## src/rtl/matrix_scan_if.sv

```systemverilog
// Framebuffer fetch and LED-matrix pad signals between the scan sequencer and its surroundings.
// master = scan sequencer, slave = framebuffer/pad side.
interface matrix_scan_if #(
  parameter int ROWS = 16,
  parameter int COLS = 16
);
  logic                      enable;
  logic [$clog2(ROWS)-1:0]   row_addr;
  logic [COLS-1:0]           row_data;
  logic                      frame_start;
  logic                      CCLK;
  logic                      CSDI;
  logic                      RCLK;
  logic                      RSDI;
  logic                      LE;
  logic                      OEB;

  modport master (
    input  enable, row_data,
    output row_addr, frame_start, CCLK, CSDI, RCLK, RSDI, LE, OEB
  );

  modport slave (
    output enable, row_data,
    input  row_addr, frame_start, CCLK, CSDI, RCLK, RSDI, LE, OEB
  );
endinterface

```

## src/rtl/matrix_scan_ctrl.sv

```systemverilog
// Row-by-row scan sequencer for the 16x16 LED matrix: fetch, shift columns, step row, latch, dwell.
// state     | meaning
// IDLE      | blanked, waiting for enable
// FETCH     | cycle 0 drives row_addr, cycle 1 captures row_data
// SHIFT_COL | COLS bits out on CSDI/CCLK, MSB first
// SHIFT_ROW | one RCLK pulse, RSDI=1 only for row 0
// LATCH     | OEB=1, LE pulse, then advance row
// DISPLAY   | OEB=0 for 2**SCREENTIMERWIDTH cycles
module matrix_scan_ctrl #(
  parameter int ROWS             = 16,
  parameter int COLS             = 16,
  parameter int SCREENTIMERWIDTH = 10,
  parameter int CLKDIV           = 2
) (
  input  logic          clk32mhz,
  input  logic          reset,
  matrix_scan_if.master bus
);
  localparam int RW = $clog2(ROWS);
  localparam int BW = $clog2(COLS);
  localparam int DW = $clog2(CLKDIV + 2);

  typedef enum logic [2:0] {
    IDLE, FETCH, SHIFT_COL, SHIFT_ROW, LATCH, DISPLAY
  } state_t;

  state_t                      state;
  logic [RW-1:0]               row;
  logic [RW-1:0]               row_addr_q;
  logic                        frame_start_q;
  logic                        cclk_q;
  logic                        rclk_q;
  logic                        rsdi_q;
  logic                        le_q;
  logic                        oeb_q;
  logic [COLS-1:0]             shreg;
  logic [DW-1:0]               div_cnt;
  logic [BW-1:0]               bit_cnt;
  logic [SCREENTIMERWIDTH-1:0] dwell_cnt;
  logic                        fetch_ph;

  always_ff @(posedge clk32mhz or posedge reset) begin
    if (reset) begin
      state         <= IDLE;
      row           <= '0;
      row_addr_q    <= '0;
      frame_start_q <= 1'b0;
      cclk_q        <= 1'b0;
      rclk_q        <= 1'b0;
      rsdi_q        <= 1'b0;
      le_q          <= 1'b0;
      oeb_q         <= 1'b1;
      shreg         <= '0;
      div_cnt       <= '0;
      bit_cnt       <= '0;
      dwell_cnt     <= '0;
      fetch_ph      <= 1'b0;
    end else begin
      frame_start_q <= 1'b0;
      case (state)
        IDLE: begin
          oeb_q <= 1'b1;
          if (bus.enable) begin
            state         <= FETCH;
            row_addr_q    <= row;
            frame_start_q <= (row == '0);
            fetch_ph      <= 1'b0;
          end
        end
        FETCH: begin
          if (!fetch_ph) begin
            fetch_ph <= 1'b1;
          end else begin
            shreg   <= bus.row_data;
            cclk_q  <= 1'b0;
            div_cnt <= DW'(CLKDIV - 1);
            bit_cnt <= BW'(COLS - 1);
            state   <= SHIFT_COL;
          end
        end
        SHIFT_COL: begin
          if (div_cnt != '0) begin
            div_cnt <= div_cnt - 1'b1;
          end else begin
            div_cnt <= DW'(CLKDIV - 1);
            if (!cclk_q) begin
              cclk_q <= 1'b1;
            end else begin
              // Data only moves on the falling edge so CSDI is settled at every rise.
              cclk_q <= 1'b0;
              shreg  <= {shreg[COLS-2:0], 1'b0};
              if (bit_cnt == '0) begin
                rsdi_q <= (row == '0);
                rclk_q <= 1'b0;
                state  <= SHIFT_ROW;
              end else begin
                bit_cnt <= bit_cnt - 1'b1;
              end
            end
          end
        end
        SHIFT_ROW: begin
          if (div_cnt != '0) begin
            div_cnt <= div_cnt - 1'b1;
          end else if (!rclk_q) begin
            rclk_q  <= 1'b1;
            div_cnt <= DW'(CLKDIV - 1);
          end else begin
            rclk_q  <= 1'b0;
            rsdi_q  <= 1'b0;
            oeb_q   <= 1'b1;
            div_cnt <= DW'(CLKDIV + 1);
            state   <= LATCH;
          end
        end
        LATCH: begin
          // div_cnt runs CLKDIV+1 .. 0; LE is high while it reads CLKDIV .. 1.
          if (div_cnt == '0) begin
            le_q      <= 1'b0;
            oeb_q     <= 1'b0;
            row       <= (row == RW'(ROWS - 1)) ? '0 : row + 1'b1;
            dwell_cnt <= '1;
            state     <= DISPLAY;
          end else begin
            div_cnt <= div_cnt - 1'b1;
            le_q    <= (div_cnt >= DW'(2));
          end
        end
        DISPLAY: begin
          if (dwell_cnt != '0) begin
            dwell_cnt <= dwell_cnt - 1'b1;
          end else if (bus.enable) begin
            state         <= FETCH;
            row_addr_q    <= row;
            frame_start_q <= (row == '0);
            fetch_ph      <= 1'b0;
          end else begin
            oeb_q <= 1'b1;
            state <= IDLE;
          end
        end
        default: state <= IDLE;
      endcase
    end
  end

  assign bus.row_addr    = row_addr_q;
  assign bus.frame_start = frame_start_q;
  assign bus.CCLK        = cclk_q;
  assign bus.CSDI        = shreg[COLS-1];
  assign bus.RCLK        = rclk_q;
  assign bus.RSDI        = rsdi_q;
  assign bus.LE          = le_q;
  assign bus.OEB         = oeb_q;
endmodule

```

## src/flat_wrapper.sv

```systemverilog
// flat-port wrapper written by rule: the top's interface ports become plain ports
module matrix_scan_ctrl_flat 
#(
  parameter int ROWS             = 16,
  parameter int COLS             = 16,
  parameter int SCREENTIMERWIDTH = 10,
  parameter int CLKDIV           = 2
)
  (clk32mhz, reset, bus_enable, bus_row_data, bus_row_addr, bus_frame_start, bus_CCLK, bus_CSDI, bus_RCLK, bus_RSDI, bus_LE, bus_OEB);
  matrix_scan_if #(.ROWS(ROWS), .COLS(COLS)) bus_i ();
  input  logic clk32mhz;
  input  logic reset;
  input wire logic [$bits(bus_i.enable)-1:0] bus_enable;
  input wire logic [$bits(bus_i.row_data)-1:0] bus_row_data;
  output wire logic [$bits(bus_i.row_addr)-1:0] bus_row_addr;
  output wire logic [$bits(bus_i.frame_start)-1:0] bus_frame_start;
  output wire logic [$bits(bus_i.CCLK)-1:0] bus_CCLK;
  output wire logic [$bits(bus_i.CSDI)-1:0] bus_CSDI;
  output wire logic [$bits(bus_i.RCLK)-1:0] bus_RCLK;
  output wire logic [$bits(bus_i.RSDI)-1:0] bus_RSDI;
  output wire logic [$bits(bus_i.LE)-1:0] bus_LE;
  output wire logic [$bits(bus_i.OEB)-1:0] bus_OEB;
  assign bus_i.enable = bus_enable;
  assign bus_i.row_data = bus_row_data;
  assign bus_row_addr = bus_i.row_addr;
  assign bus_frame_start = bus_i.frame_start;
  assign bus_CCLK = bus_i.CCLK;
  assign bus_CSDI = bus_i.CSDI;
  assign bus_RCLK = bus_i.RCLK;
  assign bus_RSDI = bus_i.RSDI;
  assign bus_LE = bus_i.LE;
  assign bus_OEB = bus_i.OEB;
  matrix_scan_ctrl #(.ROWS(ROWS), .COLS(COLS), .SCREENTIMERWIDTH(SCREENTIMERWIDTH), .CLKDIV(CLKDIV)) u_core (.clk32mhz(clk32mhz), .reset(reset), .bus(bus_i));
endmodule
```

## config.mk

```make
export PLATFORM = sky130hd
export DESIGN_NAME = matrix_scan_ctrl_flat
export DESIGN_NICKNAME = d
export VERILOG_FILES = /design/src/rtl/matrix_scan_if.sv /design/src/rtl/matrix_scan_ctrl.sv /design/src/flat_wrapper.sv
export SDC_FILE = /design/constraint.sdc
export NUM_CORES = 1
export LEC_CHECK = 0
export CORE_ASPECT_RATIO = 1.25
export CORE_MARGIN = 8
export CORE_UTILIZATION = 35
export CTS_BUF_LIST = sky130_fd_sc_hd__clkbuf_4 sky130_fd_sc_hd__clkbuf_8
export CTS_CLUSTER_SIZE = 30
export DETAILED_ROUTE_END_ITERATION = 16
export GPL_TIMING_DRIVEN = 0
export SKIP_LAST_GASP = 1
export SLEW_MARGIN = 20
export SYNTH_ARGS = -nofsm -noshare
export SYNTH_HDL_FRONTEND = slang
export SYNTH_SLANG_ARGS = --single-unit
```

## constraint.sdc

```tcl
create_clock -name clk32mhz -period 1.72 [get_ports clk32mhz]
set_input_delay 0.344 -clock clk32mhz [delete_from_list [all_inputs] [get_ports clk32mhz]]
set_output_delay 0.344 -clock clk32mhz [all_outputs]
set_load 0.01 [all_outputs]
```

==> impl_metrics.env <==
export IMPL_outcome="finished, violations left"
export IMPL_violations="setup timing"
export IMPL_timing_hold_ws_ps=335
export IMPL_skew_ps=9.73
export IMPL_antennaDiodeCount=0
export IMPL_coreArea_um2=7700
export IMPL_worst_slew_pin_slew_ps=416
export IMPL_ioPinCount=30
export IMPL_area_growth_pct=29.3
export IMPL_synthDistinctLibCells=51
export IMPL_synthMuxAreaShare_pct=9.58
export IMPL_setup_viol=4
export IMPL_vias_per_cell=5.33
export IMPL_cp_arrival_ps=1940
export IMPL_synthSimpleGateAreaFrac_pct=21.0
export IMPL_routedWlPerCell_um=14.9
export IMPL_cp_required_ps=1920
export IMPL_io_buffers=29
export IMPL_fin_total_pwr_w=0.00195
export IMPL_numCtsBuffers=5
export IMPL_final_cells=433
export IMPL_postSynthAreaPerCell_um2=9.48
export IMPL_ys_seq_elements=50
export IMPL_grt_pass1_vias=2419
export IMPL_hold_viol_final=0
export IMPL_ys_warn_count=0
export IMPL_die_h_um=115
export IMPL_drive_gt1_share_pct=20.7
export IMPL_clkSinkCount=50
export IMPL_dp_hpwl_um=4620
export IMPL_start_kind="flop"
export IMPL_syn_cell_area_um2=2730
export IMPL_detail_route_antenna_nets=0
export IMPL_grt_pass1_wl_um=11100
export IMPL_grt_max_degree=34
export IMPL_p_per_area_nw_per_um2=554
export IMPL_drt_pass1_iterations=4
export IMPL_seq_area_frac_synth_pct=45.9
export IMPL_rows=36
export IMPL_place_ws_ps=-364
export IMPL_gr_usage_all_layers_pct=12.4
export IMPL_cts_path_max_buffers=2
export IMPL_start_util_pct=35.4
export IMPL_fp_dieW_um=95.0
export IMPL_nNetsFinal=365
export IMPL_clk_latency_ps=310
export IMPL_num_vias=2310
export IMPL_peakVddDrop_v=0.000348
export IMPL_detail_route_iter0_violations=111
export IMPL_fmax_mhz=576
export IMPL_netlist_instances=288
export IMPL_max_cap_violations=0
export IMPL_gp_congestion=0.815
export IMPL_path_clk_slew_ps=100
export IMPL_cts_tree="done"
export IMPL_ys_flop_type="dfrtp_1"
export IMPL_fin_ws_ps=-16.8
export IMPL_cp_max_fo=5
export IMPL_yosys_area_share_adder_pct=3.67
export IMPL_drv_slew=0
export IMPL_globalRouteOverflowTotal=0
export IMPL_synth_compound_area_share_pct=14.9
export IMPL_end_kind="flop"
export IMPL_period_share_pct=101
export IMPL_die_area_um2=10900
export IMPL_hold_class="in -> async"
export IMPL_fin_tns_setup_ps=-60.1
export IMPL_grt_antenna_before_repair=0
export IMPL_period_needed_ps=1740
export IMPL_synth_edf_count=0
export IMPL_drc_errors=0
export IMPL_placed_cells=413
export IMPL_cts_root_buf="clkbuf_8"
export IMPL_rsz0062_at_grt="true"
export IMPL_htreeDepth=2
export IMPL_wl_um=6470
export IMPL_synth_xor_area_share_pct=0.321
export IMPL_syn_num_nets=315
export IMPL_worstSetupPathType="reg -> reg"
export IMPL_synth_top_family_by_area="simple AND/OR/NAND/NOR gates"
export IMPL_max_slew_margin_pct=72.2
export IMPL_synthArstFlopShare_pct=100
export IMPL_p_leak_nw=1.69
## cells in the final DEF, fill, tap and decap left out, drive strengths merged, types with 4 or more instances in the layout
cell,count
dfrtp,49
a21oi,29
clkdlybuf4s50,28
buf,27
nor2,26
nand2,23
mux2i,19
o21ai,18
nand3,14
inv,12
clkbuf,9
nor3,8
ha,8
nor2b,6
mux2,5
or4,4
## flip-flops by register name, summed over array words and instances (netlist names), 2 cells and up
signal,flops
u_core.shreg,16
u_core.bus.row_addr,4
u_core.row,4
u_core.dwell_cnt,10
u_core.state,3
u_core.bit_cnt,4
u_core.div_cnt,2
## worst max-delay path, stage by stage (launching register included)
cell and delay [ps]:
dfrtp_2 450, or4_4 590, nor3_4 170, o21ai_4 120, mux2_4 310
## repair_timing
action / CTS / global route
buffers inserted: 4 / 9
gates resized for setup: 30 / 22
endpoints found under the hold margin: 0 / 0
cloned: 1 / 0
endpoints found under the setup margin: 41 / 34
pin swaps: 3 / 1
hold buffers: 0 / 0
## path summary, 6_finish.rpt
path                                                 start                                 end  cells after the start  slack [ps]
min in group clk32mhz        u_core.bit_cnt[0]$_DFFE_PP0P_       u_core.bit_cnt[0]$_DFFE_PP0P_                      1         500
hold / removal                                       reset         u_core.shreg[4]$_DFFE_PP0P_                      2         340
setup reg to reg           u_core.dwell_cnt[3]$_DFFE_PP0P_  u_core.bus.row_addr[3]$_DFFE_PP0P_                      4         -20
hold reg to reg              u_core.bit_cnt[0]$_DFFE_PP0P_       u_core.bit_cnt[0]$_DFFE_PP0P_                      1         500
setup / recovery           u_core.dwell_cnt[3]$_DFFE_PP0P_  u_core.bus.row_addr[3]$_DFFE_PP0P_                      4         -20
max in group asynchronous                            reset          u_core.bus.OEB$_DFFE_PP1P_                      3         800
## cell usage after synthesis, types with 2 or more instances
master	instances	area, µm²
dfrtp_1	49	1230
a21oi_1	29	145
nor2_1	26	97.6
nand2_1	23	86.3
mux2i_1	19	190
o21ai_0	17	85.1
nand3_1	14	70.1
inv_1	12	45.0
buf_2	8	40.0
ha_1	8	100
nor3_1	7	35.0
nor2b_1	6	37.5
clkbuf_1	4	15.0
mux2_4	4	60.1
a22o_1	3	26.3
and3_1	3	18.8
buf_1	3	11.3
nand2b_1	3	18.8
nand4b_1	3	26.3
or2_2	3	18.8
or4_1	3	22.5
a21o_1	2	15.0
a31oi_1	2	12.5
a32oi_1	2	17.5
buf_4	2	15.0
nand3b_1	2	15.0
nor3b_1	2	15.0
nor4bb_1	2	20.0
o22ai_1	2	12.5
o31ai_1	2	15.0
o41ai_1	2	17.5
or3_1	2	12.5
## where the power goes
group	total (W)	internal (W)	switching, W
registers	0.00118	0.00118	0.00000298
logic	0.0000807	0.0000469	0.0000338
clock network	0.000691	0.000279	0.000412
total	0.00195	0.00151	0.000449
## layout make-up
| class | instances | area, µm² |
|---|---|---|
| fill | 758 | 4170 |
| multi-input combinational | 209 | 1490 |
| sequential | 50 | 1250 |
| timing repair buffer | 44 | 412 |
| buffer | 16 | 130 |
| tap | 95 | 119 |
| clock buffer | 5 | 68.8 |
| inverter | 12 | 45.0 |
| clock inverter | 2 | 15.0 |
## layer usage
| layer | part of all wire [%] | track usage, % | vias up |
|---|---|---|---|
| met2 | 52 | 22.4 | 48 |
| met5 | 0 | 0 | - |
| met1 | 41 | 13.9 | 1137 |
| met4 | 0.80 | 3.24 | 0 |
| met3 | 5.7 | 3.40 | 5 |
| li1 | - | - | 1120 |
## cell families after synthesis
kind of cell               Yosys count
buffers and inverters               29
adders and majority gates            8
muxes                               24
xor gates and xnor gates             1
and+or+nand+nor                    108
DFF                                 50
AOI/OAI and AO/OA                   68
## metrics by stage
| step | utilization, % | area [µm²] |
|---|---|---|
| 2_1_floorplan | - | 2740 |
| 3_3_place_gp | 40.9 | 3150 |
| 5_1_grt | 45.8 | 3530 |
| 4_1_cts | 43.9 | 3380 |
| 3_5_place_dp | 41.2 | 3170 |
| 6_report | 45.8 | 3530 |
Note: power is estimated with default switching activity, not from simulation.
